<file path="src/rtl/zm_audio_pkg.sv">
// Shared definitions for the audio voice-path blocks.
// Samples are signed two's complement. Gains are signed Q1.(GAIN_W-1), so the
// largest positive gain (0x7FFF at 16 bits) sits just below unity and the most
// negative gain (0x8000) is exactly -1.0.
// Contents: VCA sequencing state encoding, saturation bound helpers.
package zm_audio_pkg;

    typedef enum logic [1:0] {
        ST_IDLE  = 2'd0,
        ST_ISSUE = 2'd1,
        ST_DRAIN = 2'd2,
        ST_DONE  = 2'd3
    } vca_state_t;

    // Largest / smallest value representable in a w-bit signed word.
    function automatic longint sat_max(input int w);
        return (longint'(1) <<< (w - 1)) - longint'(1);
    endfunction

    function automatic longint sat_min(input int w);
        return -(longint'(1) <<< (w - 1));
    endfunction

endpackage

</file>
<file path="src/rtl/zm_smul.sv">
// Pipelined signed multiplier, A_W x B_W -> A_W+B_W, LAT register stages.
// The product is registered at the first stage and then delayed, which lets
// the tools fold it into an SB_MAC16 when both operands are 16 bits or less;
// wider operands fall back to inferred logic.
// Ports:
//   clk, rst  clock, async active-high reset (clears the pipeline)
//   a_i       signed operand A
//   b_i       signed operand B
//   p_o       signed full-width product, LAT cycles after the operands
module zm_smul #(
    parameter int A_W = 16,
    parameter int B_W = 16,
    parameter int LAT = 2
) (
    input  logic                       clk,
    input  logic                       rst,
    input  logic signed [A_W-1:0]      a_i,
    input  logic signed [B_W-1:0]      b_i,
    output logic signed [A_W+B_W-1:0]  p_o
);

    localparam int P_W = A_W + B_W;

    logic signed [P_W-1:0] pipe_q [LAT];

    always_ff @(posedge clk or posedge rst) begin
        if (rst) begin
            for (int k = 0; k < LAT; k++) pipe_q[k] <= '0;
        end else begin
            pipe_q[0] <= P_W'(a_i) * P_W'(b_i);
            for (int k = 1; k < LAT; k++) pipe_q[k] <= pipe_q[k-1];
        end
    end

    assign p_o = pipe_q[LAT-1];

endmodule

</file>
<file path="src/rtl/zm_vca_multi.sv">
// Multi-channel signed VCA. One frame of CHANNELS samples and target gains is
// accepted while idle; channels are issued one per cycle through a single
// shared multiplier, each gain slewing toward its target by
// (target-g)>>>SLEW_SHIFT per frame. Results are floor-scaled by 2^(GAIN_W-1),
// saturated, collected in a shadow register and published together with a
// one-cycle out_valid pulse.
// Ports:
//   clk, rst     clock, async active-high reset
//   in_valid     frame present on in_sample/in_gain
//   in_ready     idle, a frame will be accepted
//   in_sample    signed samples, channel c at [c*WIDTH +: WIDTH]
//   in_gain      signed target gains, channel c at [c*GAIN_W +: GAIN_W]
//   out_valid    one-cycle pulse, out_sample/sat_flags just updated
//   out_sample   saturated results, same packing as in_sample
//   sat_flags    bit c set when channel c clipped in the last frame
//
// state    | meaning
// ST_IDLE  | waiting for a frame, in_ready high
// ST_ISSUE | one channel per cycle into the multiplier, gain updated
// ST_DRAIN | waiting MUL_LAT cycles for the last product
// ST_DONE  | shadow copied to outputs, out_valid pulsed
module zm_vca_multi
    import zm_audio_pkg::*;
#(
    parameter int CHANNELS   = 4,
    parameter int WIDTH      = 16,
    parameter int GAIN_W     = 16,
    parameter int SLEW_SHIFT = 4,
    parameter int MUL_LAT    = 2
) (
    input  logic                       clk,
    input  logic                       rst,
    input  logic                       in_valid,
    output logic                       in_ready,
    input  logic [CHANNELS*WIDTH-1:0]  in_sample,
    input  logic [CHANNELS*GAIN_W-1:0] in_gain,
    output logic                       out_valid,
    output logic [CHANNELS*WIDTH-1:0]  out_sample,
    output logic [CHANNELS-1:0]        sat_flags
);

    localparam int CW  = (CHANNELS > 1) ? $clog2(CHANNELS) : 1;
    localparam int TW  = $clog2(MUL_LAT + 1);
    localparam int P_W = WIDTH + GAIN_W;
    localparam longint SMAX = sat_max(WIDTH);
    localparam longint SMIN = sat_min(WIDTH);
    localparam logic [WIDTH-1:0] SMAX_W = SMAX[WIDTH-1:0];
    localparam logic [WIDTH-1:0] SMIN_W = SMIN[WIDTH-1:0];

    vca_state_t                  state_q;
    logic                        in_ready_q, out_valid_q;
    logic [CHANNELS*WIDTH-1:0]   out_sample_q, sh_s_q, smp_q;
    logic [CHANNELS-1:0]         sat_flags_q, sh_f_q;
    logic [CHANNELS*GAIN_W-1:0]  tgt_q;
    logic signed [GAIN_W-1:0]    g_q [CHANNELS];
    logic [CW-1:0]               cnt_q;
    logic [TW-1:0]               tmr_q;
    logic [MUL_LAT-1:0]          iv_q;
    logic [CW-1:0]               ich_q [MUL_LAT];

    logic                        issue;
    logic signed [WIDTH-1:0]     cur_smp;
    logic signed [GAIN_W-1:0]    cur_tgt, cur_g, g_d;
    logic signed [GAIN_W:0]      tgt_x, g_x, diff, step, gsum;
    logic signed [P_W-1:0]       prod, r_sh;
    longint                      r_l;
    logic [WIDTH-1:0]            res;
    logic                        clip;

    assign issue   = (state_q == ST_ISSUE);
    assign cur_smp = smp_q[cnt_q*WIDTH +: WIDTH];
    assign cur_tgt = tgt_q[cnt_q*GAIN_W +: GAIN_W];
    assign cur_g   = g_q[cnt_q];

    // One extra bit so target-g cannot overflow; the slewed gain always lies
    // between g and the target, so it fits back into GAIN_W bits.
    assign tgt_x = {cur_tgt[GAIN_W-1], cur_tgt};
    assign g_x   = {cur_g[GAIN_W-1], cur_g};
    assign diff  = tgt_x - g_x;
    assign step  = diff >>> SLEW_SHIFT;
    assign gsum  = g_x + step;
    assign g_d   = gsum[GAIN_W-1:0];

    zm_smul #(.A_W(WIDTH), .B_W(GAIN_W), .LAT(MUL_LAT)) u_smul (
        .clk (clk),
        .rst (rst),
        .a_i (cur_smp),
        .b_i (g_d),
        .p_o (prod)
    );

    assign r_sh = prod >>> (GAIN_W - 1);
    assign r_l  = longint'(r_sh);

    always_comb begin
        res  = r_sh[WIDTH-1:0];
        clip = 1'b0;
        if (r_l > SMAX) begin
            res  = SMAX_W;
            clip = 1'b1;
        end else if (r_l < SMIN) begin
            res  = SMIN_W;
            clip = 1'b1;
        end
    end

    always_ff @(posedge clk or posedge rst) begin
        if (rst) begin
            state_q      <= ST_IDLE;
            in_ready_q   <= 1'b1;
            out_valid_q  <= 1'b0;
            out_sample_q <= '0;
            sat_flags_q  <= '0;
            sh_s_q       <= '0;
            sh_f_q       <= '0;
            smp_q        <= '0;
            tgt_q        <= '0;
            cnt_q        <= '0;
            tmr_q        <= '0;
            iv_q         <= '0;
            for (int c = 0; c < CHANNELS; c++) g_q[c] <= '0;
            for (int k = 0; k < MUL_LAT; k++) ich_q[k] <= '0;
        end else begin
            out_valid_q <= 1'b0;

            // Channel tag travels alongside the multiplier pipeline.
            iv_q[0]  <= issue;
            ich_q[0] <= cnt_q;
            for (int k = 1; k < MUL_LAT; k++) begin
                iv_q[k]  <= iv_q[k-1];
                ich_q[k] <= ich_q[k-1];
            end
            if (iv_q[MUL_LAT-1]) begin
                sh_s_q[ich_q[MUL_LAT-1]*WIDTH +: WIDTH] <= res;
                sh_f_q[ich_q[MUL_LAT-1]]                <= clip;
            end

            case (state_q)
                ST_IDLE: begin
                    if (in_valid) begin
                        smp_q      <= in_sample;
                        tgt_q      <= in_gain;
                        cnt_q      <= '0;
                        in_ready_q <= 1'b0;
                        state_q    <= ST_ISSUE;
                    end
                end
                ST_ISSUE: begin
                    g_q[cnt_q] <= g_d;
                    if (cnt_q == CW'(CHANNELS - 1)) begin
                        tmr_q   <= TW'(MUL_LAT - 1);
                        state_q <= ST_DRAIN;
                    end else begin
                        cnt_q <= cnt_q + 1'b1;
                    end
                end
                ST_DRAIN: begin
                    if (tmr_q == '0) state_q <= ST_DONE;
                    else             tmr_q   <= tmr_q - 1'b1;
                end
                ST_DONE: begin
                    out_sample_q <= sh_s_q;
                    sat_flags_q  <= sh_f_q;
                    out_valid_q  <= 1'b1;
                    in_ready_q   <= 1'b1;
                    state_q      <= ST_IDLE;
                end
                default: state_q <= ST_IDLE;
            endcase
        end
    end

    assign in_ready   = in_ready_q;
    assign out_valid  = out_valid_q;
    assign out_sample = out_sample_q;
    assign sat_flags  = sat_flags_q;

endmodule

</file>
<file path="config.mk">
export PLATFORM = sky130hd
export DESIGN_NAME = zm_vca_multi
export DESIGN_NICKNAME = d
export VERILOG_FILES = /design/src/rtl/zm_audio_pkg.sv /design/src/rtl/zm_smul.sv /design/src/rtl/zm_vca_multi.sv
export SDC_FILE = /design/constraint.sdc
export NUM_CORES = 1
export LEC_CHECK = 0
export BUFFER_PORTS_ARGS = -buffer_cell sky130_fd_sc_hd__clkbuf_2
export CAP_MARGIN = 10
export CORE_MARGIN = 4
export CORE_UTILIZATION = 55
export DETAILED_ROUTE_END_ITERATION = 8
export GPL_TIMING_DRIVEN = 0
export PLACE_DENSITY = 0.75
export SLEW_MARGIN = 5
export SYNTH_ARGS = -nofsm -noshare
export SYNTH_HDL_FRONTEND = slang
export SYNTH_SLANG_ARGS = --single-unit
</file>
<file path="constraint.sdc">
create_clock -name clk -period 15 [get_ports clk]
set_input_delay 3 -clock clk [delete_from_list [all_inputs] [get_ports clk]]
set_output_delay 3 -clock clk [all_outputs]
set_load 0.03 [all_outputs]
</file>
==> impl_metrics.csv, run 1 <==
group,metric,value,unit
floorplanning,initial_core_util,56.1,%
synth,synth_fp_nets,2727,
finish,syn2layout_area_growth,12.1,%
setup_path,cp_num_buf_inv,10,
grt,grt_pass1_vias,18700,
grt,antenna_found_initial,1,
finish,layout.nets,2973,
setup_path,cp-start-kind,"flop",
finish,register_area,9410,um2
setup_path,critPathTopFamily,"adder cells",
finish,utilization,62.9,%
synth,synth.largest_area_cell,"dfrtp_1",
synth,synth_compound_area_share,6.64,%
synth,yosys_warnings,0,
placed_design,place_ws,2.32,ns
setup_path,critPathMostFrequentCell,"fa_1",
grt,grt_start_max_net_pins,134,
grt,grt_usage,25.4,%
min_path,hp-class,"flop to flop",
setup_path,cp_max_fo,10,
synth,ys_ff_latch,376,
placed_design,io_buffers,200,
status,outcome,"completed",
clock_network,clockBufferDepth,3,
synth,ys_top_cells_by_area,"dfrtp_1 (37%), fa_1 (20%), mux2_2 (9.2%), ha_1 (6.1%), inv_1 (4.9%)",
clock_network,postCtsSetupBuffers,0,
sta,holdWs,0.347,ns
route,first_pass_iters,7,
synth,synth_top_family_by_area,"adder cells",
sta,fin_worst_skew,0.0177,ns
synth,synth_top_area_share,36.5,%
route,wl_per_cell,20.3,um
clock_network,cts_resized,0,
finish,n_antenna_cell,0,
sta,fin_tns_setup,0,ns
setup_path,end_kind,"flop",
synth,synth_xor_xnor_area_share,1.94,%
sta,hold_viol,0,
synth,synthAdderAreaFrac,27.1,%
setup_path,arrival,13.12,ns
synth,muxShareOfSynthArea,13.4,%
setup_path,required,15.39,ns
finish,fillers,3539,
synth,synth_cell_type_count,60,
floorplanning,die_h,224,um
setup_path,slowest_stage,"clkbuf_1",
sta,layout_min_cycle_time,12.73,ns
sta,slew_headroom,12.5,%
route,remaining_drc_errors,0,
synth,ys_seq_area_share,36.6,%
synth,synth_area,25700,um2
clock_network,clock_latency,0.55,ns
floorplanning,die_w,224,um
route,vias_per_cell,5.61,
placed_design,place_congestion,0.936,
synth,yosys.area_share.simple,7.82,%
route,num_vias,17300,
clock_network,cts.sinks,376,
clock_network,htreeDepth,2,
synth,yosysMostFrequentCell,"dfrtp_1",
clock_network,path_clk_slew,0.06,ns
sta,drv_slew,0,
setup_path,slowest_delay,0.61,ns
synth,ys.flop_type,"dfrtp_1",
clock_network,cts_tree,"done",
route,wirelength,62500,um
grt,grt_pass1_wl,101000,um
run,drv_cap,0,
sta,setup_violations,0,
clock_network,cts_hold_buf,0,
sta,worst_slack,2.27,ns
floorplanning,core,45800,um2
synth,netlist_instances,2208,
synth,post_synth.cell_area_avg,11.6,um2
synth,async_flop_share,100,%
floorplanning,die-area,50200,um2
setup_path,worstSetupPathType,"flop to flop",
finish,multi_input_area,14600,um2
floorplanning,ios,201,
finish,drive_above_1_share,21.6,%
sta,rsz0062_at_grt,"false",
route,drtAntennaViolNets,0,
synth,synth_common_cells,"dfrtp_1 (375), inv_1 (338), fa_1 (262)",
route,drtIter0Drc,1234,
clock_network,cts_buffers,39,
synth,synth-edff-count,0,
grt,grt_overflow,0,
clock_network,cts-root-buf,"clkbuf_16",
sta,tightestPinTransition,1.29,ns
floorplanning,rows,78,
placed_design,dp_hpwl,49100,um
sta,fmax,78.6,MHz
sta,period_share,84.8,%
-- cell type report --
cell class / count / area share, %
Multi-Input combinational cell: 1397 / 50.8
Tap cell: 600 / 2.61
Sequential cell: 376 / 32.7
Timing Repair Buffer: 205 / 3.80
Clock inverter: 14 / 0.500
Clock buffer: 55 / 3.84
Buffer: 97 / 1.31
Inverter: 338 / 4.43
-- flip-flops by register name, indices dropped and copies added (netlist names) --
signal	count
cnt_q	2
state_q	2
tgt_q	64
sat_flags	4
g_q	64
ich_q	4
u_smul.pipe_q	17
iv_q	2
out_sample	64
u_smul.p_o	17
in_ready	1
tmr_q	2
sh_f_q	4
sh_s_q	64
out_valid	1
smp_q	64
-- cells in the final DEF (no fill, tap or decap), drive strengths merged, types with 3 or more instances in the layout --
cell	n
ha	126
nor3	12
fa	262
clkinv	9
mux2i	5
and3	8
dfrtp	375
nor2b	29
mux4	46
nor4b	3
o21a	5
a21o	18
a2111oi	3
maj3	15
mux2	210
o21bai	3
a21oi	36
inv	339
nor2	56
xnor2	36
or2	3
buf	18
o31ai	3
nand3	11
nand2b	16
o21ai	75
o211ai	3
nand2	222
a31oi	6
a211oi	8
clkbuf	339
and2	67
a22o	67
xor2	20
-- path summary, 6_finish.rpt --
kind	startpoint	end	slack (ns)	depth (start not counted)
hold / removal	u_smul.pipe_q[49]	u_smul.p_o[17]	0.35	0
setup reg to reg	cnt_q[1]	u_smul.pipe_q[62]	2.27	42
hold reg to reg	u_smul.pipe_q[49]	u_smul.p_o[17]	0.35	0
setup / recovery	cnt_q[1]	u_smul.pipe_q[62]	2.27	42
min in group asynchronous	rst	out_sample[21]	2.37	2
max in group asynchronous	rst	smp_q[57]	11.29	4
-- through the flow --
step	cells	cell area, um2
after floorplan	2208	25700
after global placement	3008	27400
after detailed placement	3013	27500
after CTS	3082	28800
after global routing	3082	28800
final	3082	28800
-- cell families (layout without fill, tap and decap cells) --
group | count (synthesis) | in the layout
AOI/OAI and AO/OA | 243 | 243
xor gates and xnor gates | 56 | 56
adders and majority gates | 403 | 403
buffers and inverters | 435 | 709
DFF | 376 | 376
muxes | 261 | 261
and+or+nand+nor | 434 | 434
-- per-layer routing --
metal | vias to the layer above | global-route usage (%) | wire length [um]
met5 | - | 0 | 0
met4 | 0 | 8.39 | 2080
met3 | 123 | 4.47 | 4060
met2 | 628 | 42.6 | 30900
met1 | 8857 | 33.8 | 25500
li1 | 7683 | - | -
Power of run 1 is not shown: default switching activity piles up to over one toggle a cycle in this logic, so the estimate is an artifact.
==> run 2, diff against run 1 <==
Clock period 15 ns to 13.2 ns, I/O delays scaled along.
==> run 2 against run 1 <==
- core utilization about the same
- die area unchanged
- flip-flop and latch count unchanged
- final area about the same
- register-to-register slack worse by 1.4 ns
- routed wire length about the same
- clock skew about the same
- via count about the same
==> impl_metrics.csv, run 2 (synthesis results as in run 1) <==
group,metric,value,unit
status,outcome,"completed",
finish,layout.nets,2973,
sta,drv_slew,0,
finish,fillers,3537,
route,drtIter0Drc,1232,
grt,grt_pass1_wl,101000,um
sta,hold_viol,0,
clock_network,cts_hold_buf,0,
finish,final_cell_mix,"dfrtp_1 (375), inv_1 (337), fa_1 (262)",
route,wirelength,62500,um
grt,grt_overflow,0,
setup_path,slowest_delay,0.65,ns
setup_path,worstSetupPathType,"flop to flop",
grt,grt_pass1_vias,18700,
sta,slew_headroom,12.5,%
placed_design,dp_hpwl,49100,um
clock_network,clockBufferDepth,3,
route,wl_per_cell,20.3,um
setup_path,cp_max_fo,10,
grt,grt_start_max_net_pins,134,
sta,fmax,81.0,MHz
route,vias_per_cell,5.61,
sta,holdWs,0.347,ns
sta,setup_violations,0,
placed_design,dp.cells,3013,
sta,fin_tns_setup,0,ns
grt,antenna_found_initial,1,
finish,syn2layout_area_growth,12.1,%
sta,rsz0062_at_grt,"false",
grt,grt_usage,25.4,%
setup_path,slowest_stage,"buf_1",
clock_network,cts_tree,"done",
route,num_vias,17300,
floorplanning,core,45800,um2
setup_path,required,13.59,ns
floorplanning,die-area,50200,um2
sta,period_share,93.5,%
setup_path,arrival,12.73,ns
run,drv_cap,0,
floorplanning,initial_core_util,56.1,%
floorplanning,die_w,224,um
clock_network,path_clk_slew,0.06,ns
setup_path,end_kind,"flop",
route,drtAntennaViolNets,0,
route,first_pass_iters,7,
finish,final_common_cell,"dfrtp_1",
min_path,hp-class,"flop to flop",
sta,fin_worst_skew,0.0176,ns
sta,tightestPinTransition,1.29,ns
finish,drive_above_1_share,21.8,%
placed_design,io_buffers,200,
clock_network,cts.sinks,376,
sta,layout_min_cycle_time,12.34,ns
finish,n_antenna_cell,0,
floorplanning,die_h,224,um
clock_network,clock_latency,0.55,ns
floorplanning,rows,78,
clock_network,htreeDepth,2,
clock_network,cts-root-buf,"clkbuf_16",
clock_network,cts_buffers,39,
floorplanning,ios,201,
setup_path,cp-start-kind,"flop",
placed_design,place_congestion,0.936,
finish,stdcell_count,3082,
route,remaining_drc_errors,0,
run 2: cell types whose count changed in the layout (fill, tap and decap cells not counted), sizes merged:
cell    change
buf         -3
clkbuf      +3
run 2: worst max-delay path, delay by kind of cell, from the launching register on:
kind | cells | cell delay, ns
mux | 1 | 0.47
fa+ha+maj | 9 | 4.03
compound gates | 12 | 3.17
buf+inv | 10 | 2.35
simple gates | 8 | 1.11
flops | 1 | 0.46
xor+xnor | 2 | 0.57
run 2: cell type report:
type | instances | area, um2 | area share [%]
plain buffers | 97 | 383 | 1.33
clock buffers | 55 | 1110 | 3.84
clock inverters | 14 | 144 | 0.500
inverters | 338 | 1280 | 4.43
multi-input cells | 1397 | 14600 | 50.8
flip-flops and latches | 376 | 9410 | 32.7
well taps | 600 | 751 | 2.61
repair buffers | 205 | 1090 | 3.80
run 2: repair_timing:
| action | 4_1_cts | 5_1_grt |
|---|---|---|
| endpoints found under the setup margin | 0 | 7 |
| gates resized for setup | 0 | 10 |
| setup buffers | 0 | 0 |
run 2: path summary, 6_finish.rpt:
path | from | endpoint | slack (ns) | depth (start not counted)
setup reg to reg | cnt_q[0] | u_smul.pipe_q[62] | 0.86 | 42
max in group asynchronous | rst | smp_q[57] | 9.85 | 4
min in group asynchronous | rst | out_sample[21] | 2.01 | 2
setup / recovery | cnt_q[0] | u_smul.pipe_q[62] | 0.86 | 42
hold reg to reg | u_smul.pipe_q[49] | u_smul.p_o[17] | 0.35 | 0
hold / removal | u_smul.pipe_q[49] | u_smul.p_o[17] | 0.35 | 0
run 2: per-stage QoR:
stage,util [%],setup slack [ns],area (um2)
after floorplan,-,0.118,25700
after global placement,60.0,-3.02,27400
after detailed placement,60.2,0.520,27500
after CTS,62.9,0.470,28800
after global routing,62.9,0.0525,28800
final,62.9,0.857,28800
run 2: metal layers:
metal,vias up,wire length [um],GRT usage (%)
li1,7683,-,-
met1,8862,25500,33.8
met2,614,30900,42.6
met3,125,3950,4.47
met4,0,2110,8.39
met5,-,0,0
Power of run 2 is left out for the same reason.
